### src/rtl/cle_pkg.sv
`default_nettype none
// ----------------------------------------------------------------------------
// cle_pkg : shared image geometry, SRAM/ROM widths and packer state encoding.
// Rev 1.0 - initial release
// ----------------------------------------------------------------------------
package cle_pkg;

  localparam int CLE_IMG_W       = 32;
  localparam int CLE_IMG_H       = 32;
  localparam int CLE_ADDR_W      = 10;
  localparam int CLE_PIX_W       = 8;
  localparam int CLE_ROM_W       = 8;
  localparam int PIX_PER_BYTE    = 8;
  localparam int BYTES_PER_FRAME = CLE_IMG_W * CLE_IMG_H / PIX_PER_BYTE;
  localparam int CLE_ROM_DEPTH   = BYTES_PER_FRAME;

  typedef enum logic [1:0] {
    IDLE  = 2'd0,
    FETCH = 2'd1,
    EMIT  = 2'd2,
    DONE  = 2'd3
  } cle_state_e;

  // Any non-zero label marks a foreground pixel.
  function automatic logic label_bit(input logic [CLE_PIX_W-1:0] label);
    return |label;
  endfunction

endpackage
`default_nettype wire

### src/rtl/cle_pix_shift.sv
`default_nettype none
// ----------------------------------------------------------------------------
// cle_pix_shift : MSB-first pixel capture register with load count.
// Rev 1.0 - initial release
// ----------------------------------------------------------------------------
module cle_pix_shift (
  input  logic       clk,
  input  logic       reset,
  input  logic       clr,
  input  logic       shift_en,
  input  logic       bit_in,
  output logic [7:0] byte_nxt,
  output logic       last_bit
);

  // The eighth bit is never stored: it is presented straight on byte_nxt.
  logic [6:0] sh_q;
  logic [2:0] cnt_q;

  always_ff @(posedge clk or negedge reset) begin
    if (!reset) begin
      sh_q  <= '0;
      cnt_q <= '0;
    end else if (clr) begin
      sh_q  <= '0;
      cnt_q <= '0;
    end else if (shift_en) begin
      sh_q  <= {sh_q[5:0], bit_in};
      cnt_q <= cnt_q + 3'd1;
    end
  end

  assign byte_nxt = {sh_q, bit_in};
  assign last_bit = (cnt_q == 3'd7);

endmodule
`default_nettype wire

### src/rtl/cle_label_packer.sv
`default_nettype none
// ----------------------------------------------------------------------------
// cle_label_packer : reads the CLE label map back from SRAM and streams it as
// the packed 1-bit-per-pixel bitmap. CLE_LABEL_STAT_EN adds obj_cnt/pix_cnt.
// Rev 1.0 - initial release
// ----------------------------------------------------------------------------
module cle_label_packer
  import cle_pkg::*;
#(
  parameter int IMG_W     = CLE_IMG_W,
  parameter int IMG_H     = CLE_IMG_H,
  parameter int ADDR_W    = CLE_ADDR_W,
  parameter int BASE_ADDR = 0
) (
  input  logic                                clk,
  input  logic                                reset,
  input  logic                                start,
  output logic [ADDR_W-1:0]                   sram_a,
  input  logic [7:0]                          sram_q,
  output logic                                sram_wen,
  output logic [7:0]                          out_data,
  output logic [$clog2(IMG_W*IMG_H/8)-1:0]    out_idx,
  output logic                                out_valid,
  input  logic                                out_ready,
  output logic                                out_last,
  output logic                                busy,
  output logic                                done
`ifdef CLE_LABEL_STAT_EN
  ,
  output logic [7:0]                          obj_cnt,
  output logic [10:0]                         pix_cnt
`endif
);

  localparam int                 BYTES     = IMG_W * IMG_H / 8;
  localparam int                 IDX_W     = $clog2(BYTES);
  localparam logic [IDX_W-1:0]   LAST_IDX  = IDX_W'(BYTES - 1);
  localparam logic [ADDR_W-1:0]  BASE_A    = ADDR_W'(BASE_ADDR);
  localparam logic [ADDR_W-1:0]  LAST_ADDR = ADDR_W'(BASE_ADDR + IMG_W * IMG_H - 1);

  cle_state_e         state_q;
  logic [ADDR_W-1:0]  sram_a_q;
  logic               prime_q;
  logic [IDX_W-1:0]   byte_cnt_q;
  logic [7:0]         out_data_q;
  logic [IDX_W-1:0]   out_idx_q;
  logic               out_valid_q;
  logic               out_last_q;
  logic               busy_q;
  logic               done_q;

  logic [ADDR_W-1:0]  addr_d;
  logic               pix_bit;
  logic               start_acc;
  logic               capture;
  logic [7:0]         byte_nxt;
  logic               last_bit;

  assign addr_d    = (sram_a_q == LAST_ADDR) ? BASE_A : sram_a_q + ADDR_W'(1);
  assign pix_bit   = label_bit(sram_q);
  assign start_acc = (state_q == IDLE) && start;
  // The first FETCH cycle after start only primes the SRAM read pipeline.
  assign capture   = (state_q == FETCH) && !prime_q;

  cle_pix_shift u_shift (
    .clk      (clk),
    .reset    (reset),
    .clr      (start_acc),
    .shift_en (capture),
    .bit_in   (pix_bit),
    .byte_nxt (byte_nxt),
    .last_bit (last_bit)
  );

  // sram_a already points at the next byte's first pixel while a byte waits in
  // EMIT, so the handshake advances it and capture resumes on the next edge.
  always_ff @(posedge clk or negedge reset) begin
    if (!reset) begin
      state_q     <= IDLE;
      sram_a_q    <= BASE_A;
      prime_q     <= 1'b0;
      byte_cnt_q  <= '0;
      out_data_q  <= '0;
      out_idx_q   <= '0;
      out_valid_q <= 1'b0;
      out_last_q  <= 1'b0;
      busy_q      <= 1'b0;
      done_q      <= 1'b0;
    end else begin
      done_q <= 1'b0;
      case (state_q)
        IDLE: begin
          if (start) begin
            state_q    <= FETCH;
            prime_q    <= 1'b1;
            busy_q     <= 1'b1;
            byte_cnt_q <= '0;
          end
        end
        FETCH: begin
          prime_q <= 1'b0;
          if (!last_bit) begin
            sram_a_q <= addr_d;
          end
          if (capture && last_bit) begin
            state_q     <= EMIT;
            out_data_q  <= byte_nxt;
            out_idx_q   <= byte_cnt_q;
            out_last_q  <= (byte_cnt_q == LAST_IDX);
            out_valid_q <= 1'b1;
          end
        end
        EMIT: begin
          if (out_ready) begin
            out_valid_q <= 1'b0;
            out_last_q  <= 1'b0;
            if (out_last_q) begin
              state_q <= DONE;
              busy_q  <= 1'b0;
              done_q  <= 1'b1;
            end else begin
              state_q    <= FETCH;
              sram_a_q   <= addr_d;
              byte_cnt_q <= byte_cnt_q + IDX_W'(1);
            end
          end
        end
        DONE: begin
          state_q <= IDLE;
        end
        default: begin
          state_q <= IDLE;
        end
      endcase
    end
  end

  assign sram_a    = sram_a_q;
  assign sram_wen  = 1'b1;
  assign out_data  = out_data_q;
  assign out_idx   = out_idx_q;
  assign out_valid = out_valid_q;
  assign out_last  = out_last_q;
  assign busy      = busy_q;
  assign done      = done_q;

`ifdef CLE_LABEL_STAT_EN
  logic [255:0] seen_q;
  logic [7:0]   obj_cnt_q;
  logic [10:0]  pix_cnt_q;

  always_ff @(posedge clk or negedge reset) begin
    if (!reset) begin
      seen_q    <= '0;
      obj_cnt_q <= '0;
      pix_cnt_q <= '0;
    end else if (start_acc) begin
      seen_q    <= '0;
      obj_cnt_q <= '0;
      pix_cnt_q <= '0;
    end else if (capture && pix_bit) begin
      pix_cnt_q <= pix_cnt_q + 11'd1;
      if (!seen_q[sram_q]) begin
        seen_q[sram_q] <= 1'b1;
        obj_cnt_q      <= obj_cnt_q + 8'd1;
      end
    end
  end

  assign obj_cnt = obj_cnt_q;
  assign pix_cnt = pix_cnt_q;
`endif

endmodule
`default_nettype wire

### config.mk
export PLATFORM = sky130hd
export DESIGN_NAME = cle_label_packer
export DESIGN_NICKNAME = d
export VERILOG_FILES = /design/src/rtl/cle_pkg.sv /design/src/rtl/cle_pix_shift.sv /design/src/rtl/cle_label_packer.sv
export SDC_FILE = /design/constraint.sdc
export NUM_CORES = 1
export LEC_CHECK = 0
export ABC_CLOCK_PERIOD_IN_PS = 3300
export BUFFER_PORTS_ARGS = -buffer_cell sky130_fd_sc_hd__buf_2
export CAP_MARGIN = 20
export CORE_ASPECT_RATIO = 0.6
export CORE_MARGIN = 5
export CORE_UTILIZATION = 35
export CTS_CLUSTER_SIZE = 8
export DETAILED_ROUTE_END_ITERATION = 7
export GPL_TIMING_DRIVEN = 0
export PLACE_DENSITY = 0.55
export RECOVER_POWER = 100
export SLEW_MARGIN = 15
export SYNTH_ARGS = -nofsm -noshare
export SYNTH_HDL_FRONTEND = slang
export SYNTH_HIERARCHICAL = 1
export SYNTH_SLANG_ARGS = --single-unit
### constraint.sdc
create_clock -name clk -period 3.3 [get_ports clk]
set_input_delay 0.495 -clock clk [delete_from_list [all_inputs] [get_ports clk]]
set_output_delay 0.495 -clock clk [all_outputs]
set_load 0.05 [all_outputs]
-- After elaboration in Yosys (flattened, before gate mapping)
Index checks and enable logic that the tools add are counted.
- register bits: 49
- output and inout port bits: 30
- word-level logic and storage cells: 75
- input bits: 12
- equality and inequality tests: 12
- muxes and demuxes: 31
- reductions and logical operators: 17
- add/sub/neg operators: 3
- operators by type and width (cell ; number):
    10-bit 2-to-1 mux ; 4
    7-bit 2-to-1 mux ; 5
    10-bit one-hot mux with 2 select lines ; 1
    7-bit one-hot mux with 2 select lines ; 1
    4-bit AND reduction ; 3
    10-bit by 1-bit adder with 10-bit output, second input constant ; 1
    10-bit == test, second input constant ; 1
    2-bit inequality test, second input constant ; 5
    1-bit 2-to-1 mux ; 9
    2-bit 2-to-1 mux ; 4
    1-bit one-hot mux with 2 select lines ; 4
    2-bit one-hot mux with 4 select lines ; 1
    2-bit nonzero test ; 4
    8-bit OR reduction ; 1
    7-bit by 1-bit adder with 7-bit output, second input constant ; 1
    7-bit == test, second input constant ; 1
    3-bit 2-to-1 mux ; 2
    3-bit AND reduction ; 2
    2-bit == test, second input constant ; 2
    2-bit AND reduction ; 2
    3-bit by 1-bit adder with 3-bit output, second input constant ; 1
    3-bit == test, second input constant ; 1
    1-bit logical AND ; 3
    2-bit by 1-bit == test with 1-bit output, second input constant ; 1
    other kinds (3) ; 3

-- Depth between registers and ports, before layout
Gate-level depths: netlist of the first run.
- depth in word-level cells: 5
- depth in mapped cells: 7
- gate-level depth less buffers: 6

-- By module
Netlist of the first run, hierarchy kept.
- by module, submodules not included (module ; seq. area each (um2) ; times used ; area each (um2) ; cells each):
    cle_label_packer ; 975.9 ; 1 ; 1853.0 ; 191
    cle_pix_shift ; 250.2 ; 1 ; 434.2 ; 35

-- Worst setup path after synthesis of the first run
Ideal clock, no wire load.
- path type: flip-flop to flip-flop
- from: register u_shift.cnt_q[0]
- to: register sram_a_q[6] (netlist: sram_a[6])
- data required time: 3159 ps
- stages on the path, launching flop included: 7
- clock period less this slack: 1779 ps
- buffers on the path: 0
- path slack: 1521 ps
- arrival time: 1638 ps
- setup time: 141 ps
- path through: dfrtp_1 ha_1 ha_1 nor3b_4 nor2_2 or3_4 xnor2_2
- cells in the longest elaborated chain, start to end: 3
- RTL lines (item ; line ; source):
    from (decl) ; cle_pix_shift.sv:18 ; logic [2:0] cnt_q;
    from (signal assigned) ; cle_pix_shift.sv:29 ; cnt_q <= cnt_q + 3'd1;
    3-bit == test ; cle_pix_shift.sv:34 ; assign last_bit = (cnt_q == 3'd7);
    via last_bit ; cle_label_packer.sv:57 ; logic last_bit;
    2-bit inequality test (no source line) ; n/a ;
    4-bit AND reduction (no source line) ; n/a ;
    to (signal assigned) ; cle_label_packer.sv:103 ; sram_a_q <= addr_d;
    to (signal assigned) ; cle_label_packer.sv:123 ; sram_a_q <= addr_d;
    to (decl) ; cle_label_packer.sv:42 ; logic [ADDR_W-1:0] sram_a_q;
The timed path passes the listed nets, and every way through them passes these cells.
A chain may end at the register's enable or synchronous reset.

-- Worst setup path after layout of the first run
- from: register u_shift.cnt_q[0]
- to: register sram_a_q[3] (netlist: sram_a[3])
The elaborated chain is that of the path after synthesis.

==> results of run 1 <==
Yosys cell counts (2+ instances only):
library cell   n  area share
or2_1          3      0.0082
a21o_1         2      0.0066
and3_1         3      0.0082
a211oi_1       2      0.0066
nand3_1        5       0.011
buf_6          2      0.0098
ha_1           4       0.022
clkbuf_1       3      0.0049
nor2b_1        2      0.0055
o21ai_0        4      0.0088
buf_2          3      0.0066
nand4_1        2      0.0055
mux2i_1       10       0.044
nand2_1       55       0.090
xnor2_1        6       0.023
and2_1         2      0.0055
o2111ai_1      2      0.0077
xor2_1         5       0.019
nor4_1         2      0.0055
dfrtp_1       49        0.54
a21oi_1        4      0.0088
o21ai_1        2      0.0044
buf_4          2      0.0066
nor2_1        22       0.036
inv_1          4      0.0066
nor3_1         5       0.011
cell families (layout without fill, tap and decap cells):
family,Yosys count,after routing,share of synthesized area
simple gates,110,110,0.230
flops,49,49,0.536
compound gates,26,26,0.0832
buf+inv,14,63,0.0345
xor+xnor,12,12,0.0492
mux,10,10,0.0438
fa+ha+maj,4,4,0.0219
other cells,1,1,0.00164
path summary, 6_finish.rpt:
path	startpoint	endpoint	slack (ns)
max	u_shift/cnt_q[0]	sram_a[3]	0.92
min reg2reg	out_idx[0]	out_idx[0]	0.48
min	reset	u_shift/sh_q[5]	0.33
min in group clk	out_idx[0]	out_idx[0]	0.48
max reg2reg	u_shift/cnt_q[0]	sram_a[3]	0.92
max in group asynchronous	reset	done	2.26
per-layer routing:
layer  wire length, um  vias to the layer above
met1              2650                      776
met5                 0                        -
met4                38                        0
met3               199                        5
met2              1990                       28
li1                  -                      853
power by group through the flow:
stage          registers (mW)  logic [mW]  clock network, mW
2_1_floorplan            1.34       0.493                  0
3_3_place_gp            0.967        1.13                  0
3_5_place_dp            0.969        1.15                  0
4_1_cts                 0.962        1.15              0.472
5_1_grt                 0.995        1.18              0.497
6_report                0.962        1.07              0.448
metrics by stage:
| stage | instances | hold WS, ns | power, mW | utilization |
|---|---|---|---|---|
| 2_1_floorplan | 226 | 0.199 | 1.84 | - |
| 3_3_place_gp | 350 | 0.453 | 2.10 | 0.417 |
| 3_5_place_dp | 351 | 0.456 | 2.12 | 0.420 |
| 4_1_cts | 359 | 0.113 | 2.58 | 0.439 |
| 5_1_grt | 359 | 0.396 | 2.67 | 0.426 |
| 6_report | 359 | 0.326 | 2.48 | 0.426 |
sequential cells by signal, summed over array words and instances (netlist names):
signal         cells
sram_a            10
out_data           8
byte_cnt_q         7
out_idx            7
u_shift/sh_q       7
u_shift/cnt_q      3
state_q            2
busy               1
done               1
out_last           1
out_valid          1
prime_q            1
final cells by class:
cell class | count | area [um^2]
fill | 651 | 3570
sequential | 49 | 1230
multi-input combinational | 163 | 948
timing repair buffer | 41 | 183
tap | 84 | 105
clock buffer | 6 | 82.6
buffer | 10 | 52.6
clock inverter | 2 | 37.5
inverter | 4 | 15.0
worst max-delay path, delay by kind of cell (launching register included):
kind | cells | cell delay [ns]
AND/OR/NAND/NOR | 4 | 1.42
adder cells (fa/ha/maj) | 2 | 0.41
flip-flops | 1 | 0.41
==> impl_metrics.ini, run 1 <==
[timing]
min_period_ns = 2.38
setup_viol = 0
relSlewSlack = 0.332
finClkSkew_ns = 0.0123
grt_setup_unrepaired = false
fmax_mhz = 420
worstMarginPinSlew_ns = 1.00
hold_viol_final = 0
min_period_over_period = 0.722
fin_tns_setup_ns = 0
slew_viol_final = 0
setup_slack_ns = 0.917

[global_route]
grt_use_total = 0.129
antenna_found_initial = 0
use_met1 = 0.198
grt_pass1_vias = 1635
grt.overflow.total = 0
met2_usage = 0.172
grt.met3_usage = 0.0356
grt_max_degree = 34
grt-busiest-layer = met1
grt_pass1_wl_mm = 8.30

[clocking]
clkLatencyLatePin_ns = 0.31
postCtsSetupBuffers = 0
cts_buffer_depth = 2
root_buffer = clkbuf_8
post_cts_resized = 0
numClockSinks = 49
cts_buffers = 5
cts_hold_buffers = 0
cts_tree = built
htreeDepth = 2
path_clk_slew_ns = 0.10

[floorplanning]
coreArea_mm2 = 0.00622
dieArea_mm2 = 0.00830
die_height_um = 72.6
die_w_um = 114
rows = 22
ios = 42
initial_core_util = 0.368

[yosys]
synth_seq_cells = 49
syn_avg_cell_area_um2 = 10.1
synth_edf_count = 0
ys.flop_type = dfrtp_1
ys_warn_count = 6
syn_inst = 226
synth.distinct_cells = 47
synth_area_mm2 = 0.00229
syn-num-nets = 242
postSynth.asyncResetShare = 1.00
yosysSeqAreaShare = 0.536

[setup_path]
max_stage_delay_ns = 0.58
worstPathArrival_ns = 2.55
start_kind = register
path_cells = ha_1 > ha_1 > nor3b_1 > nor2_1 > nor3_1 > nor2_1
crit_type = register to register
crit_fanout = 6
cp-end-kind = register
cpMaxStageDelayCell = nor3b_1
r2r_cells = 6
worstPathRequired_ns = 3.47

[layout]
stdcell_area_mm2 = 0.00265
drive_gt1_frac = 0.0945
area_growth_pct = 15.9
nNetsFinal = 290
layout_common_cells = nand2_1 (55), dfrtp_1 (49), clkbuf_1 (37)
antennaDiodeCount = 0
final_common_cell = nand2_1

[pwr]
internal-power_mw = 1.34
power_density_mw_per_mm2 = 937
seq_power_share = 0.388
p_clk_frac = 0.180
switchingPower_mw = 1.14
p_comb_frac = 0.432
netSwitchingFraction = 0.460
leakagePower_nw = 1.24
ir_drop_mv = 0.396

[flow_run]
cap_violations = 0

[detailed_routing]
first_pass_iters = 4
initialDrtViolationCount = 44
ant_nets = 0
num_vias = 1662
routed_via_density = 4.63
drcViolationCount = 0
wirelength_mm = 4.87
avgRoutedWirePerCell_um = 13.6

[placement]
gp_routability_congestion = 0.741
place_area_mm2 = 0.00261
place_hpwl_mm = 3.48
io_buffers = 40
place_ws_ns = 1.34

[outcome]
outcome = complete, no violations

[worst_hold_path]
hp-class = input port to asynchronous set/reset pin
No activity file was read; power rests on OpenSTA's default activity.
==> run 2: changes to the inputs <==
--- a/config.mk
+++ b/config.mk
@@ -5,7 +5,7 @@
 export SDC_FILE = /design/constraint.sdc
 export NUM_CORES = 1
 export LEC_CHECK = 0
-export ABC_CLOCK_PERIOD_IN_PS = 3300
+export ABC_CLOCK_PERIOD_IN_PS = 2200
 export BUFFER_PORTS_ARGS = -buffer_cell sky130_fd_sc_hd__buf_2
 export CAP_MARGIN = 20
 export CORE_ASPECT_RATIO = 0.6
==> constraint.sdc (replaced) <==
create_clock -name clk -period 2.2 [get_ports clk]
set_input_delay 0.33 -clock clk [delete_from_list [all_inputs] [get_ports clk]]
set_output_delay 0.33 -clock clk [all_outputs]
set_load 0.05 [all_outputs]
==> run 2 against run 1 <==
Clock-buffer cell count unchanged. Hold slack better by 0.057 ns. Power up 51%. Final cell count up 0.28%. Highest routed layer unchanged. Largest power group unchanged.
==> impl_metrics.ini, run 2 (synthesized netlist as in run 1, its figures left out) <==
[timing]
setup_slack_ns = 0.204
finClkSkew_ns = 0.0122
grt_setup_unrepaired = false
fmax_mhz = 501
worstMarginPinSlew_ns = 0.907
slew_viol_final = 0
relSlewSlack = 0.395
min_period_ns = 2.00
setup_viol = 0
hold_viol_final = 0
min_period_over_period = 0.907
fin_tns_setup_ns = 0

[clocking]
root_buffer = clkbuf_8
cts_tree = built
cts_hold_buffers = 1
clkLatencyLatePin_ns = 0.31
path_clk_slew_ns = 0.10
htreeDepth = 2
postCtsSetupBuffers = 0
numClockSinks = 49
post_cts_resized = 0
cts_buffers = 5
cts_buffer_depth = 2

[detailed_routing]
ant_nets = 0
drcViolationCount = 0
avgRoutedWirePerCell_um = 13.6
num_vias = 1672
initialDrtViolationCount = 72
routed_via_density = 4.64
wirelength_mm = 4.90
first_pass_iters = 5

[layout]
antennaDiodeCount = 0
final_common_cell = nand2_1
nNetsFinal = 291
drive_gt1_frac = 0.116
area_growth_pct = 17.1
layout_common_cells = nand2_1 (55), dfrtp_1 (49), clkbuf_1 (34)
largest_reg_flops = 10

[worst_hold_path]
hp-class = input port to register

[global_route]
grt_pass1_vias = 1641
grt_pass1_wl_mm = 8.32
grt_max_degree = 34
antenna_found_initial = 0
grt.overflow.total = 0
grt_use_total = 0.129

[pwr]
p_clk_frac = 0.179
seq_power_share = 0.384
leakagePower_nw = 1.26
power_density_mw_per_mm2 = 1400
switchingPower_mw = 1.73
ir_drop_mv = 0.594
p_comb_frac = 0.437
internal-power_mw = 2.03
netSwitchingFraction = 0.460

[setup_path]
crit_type = register to register
cp-end-kind = register
regToRegSetupSlack_ns = 0.20
reg2reg_from = u_shift/cnt_q[0]
max_stage_delay_ns = 0.46
r2r_end = sram_a[3]
path_cells = ha_1 > ha_1 > nor3b_4 > nor2_2 > nor3_1 > nor2_1
cp.depth = 6
start_kind = register
r2r_cells = 6
critical_path.most_common_cell = ha_1
startpoint = u_shift/cnt_q[0]
crit_family = simple AND/OR/NAND/NOR gates
worstPathArrival_ns = 2.16
crit_end = sram_a[3]
cp_num_buf_inv = 0
crit_fanout = 6
worstPathRequired_ns = 2.37
cpMaxStageDelayCell = nor3_1

[outcome]
outcome = complete, no violations

[floorplanning]
die_height_um = 72.6
coreArea_mm2 = 0.00622
dieArea_mm2 = 0.00830
rows = 22
ios = 42
initial_core_util = 0.368
die_w_um = 114

[flow_run]
cap_violations = 0

[placement]
io_buffers = 40
place_hpwl_mm = 3.48
gp_routability_congestion = 0.741
place_ws_ns = 0.243
[run 2: tightest hold or removal path: cells and delay by family]
family,cells,cell delay (ns)
multiplexers,1,0.07
buffers and inverters,1,0.08
AND/OR/NAND/NOR,3,0.17
[run 2: final cells by class]
| cell class | count | area (um^2) |
|---|---|---|
| buffer | 10 | 62.6 |
| clock buffer | 6 | 82.6 |
| clock inverter | 2 | 37.5 |
| timing repair buffer | 42 | 180 |
| sequential | 49 | 1230 |
| tap | 84 | 105 |
| multi-input combinational | 163 | 968 |
| fill | 652 | 3540 |
| inverter | 4 | 15.0 |
[run 2: power groups by stage]
stage	clock (mW)	sequential (mW)	combinational, mW
after floorplan	0	2.02	0.739
final	0.672	1.44	1.64
after global placement	0	1.45	1.69
after global routing	0.745	1.49	1.79
after detailed placement	0	1.45	1.72
after CTS	0.707	1.44	1.72
[run 2: worst min-delay path by stage]
stage | slack, ns | startpoint | end | cells after the start
finish | 0.38 | sram_q[6] | u_shift/sh_q[0] | 5
global route | 0.38 | out_ready | done | 2
CTS | 0.36 | start | busy | 3
detailed placement | 0.29 | reset | out_data[7] | 1
global placement | 0.45 | out_idx[0] | out_idx[0] | 2
floorplan | 0.03 | reset | busy | 0
[run 2: per-stage QoR]
| stage | utilization | std cells | total power [mW] | hold WS, ns | instance area, um^2 |
|---|---|---|---|---|---|
| floorplan | - | 226 | 2.75 | 0.0344 | 2290 |
| global placement | 0.417 | 350 | 3.15 | 0.453 | 2590 |
| detailed placement | 0.420 | 351 | 3.18 | 0.292 | 2610 |
| CTS | 0.441 | 360 | 3.87 | 0.364 | 2740 |
| global route | 0.430 | 360 | 4.03 | 0.381 | 2680 |
| finish | 0.430 | 360 | 3.76 | 0.382 | 2680 |
[run 2: layer usage]
layer,track usage,wire length [um],up-vias
met5,0,0,-
met4,0.0395,51,0
met3,0.0356,174,7
met2,0.174,1960,23
met1,0.197,2710,789
li1,-,-,853
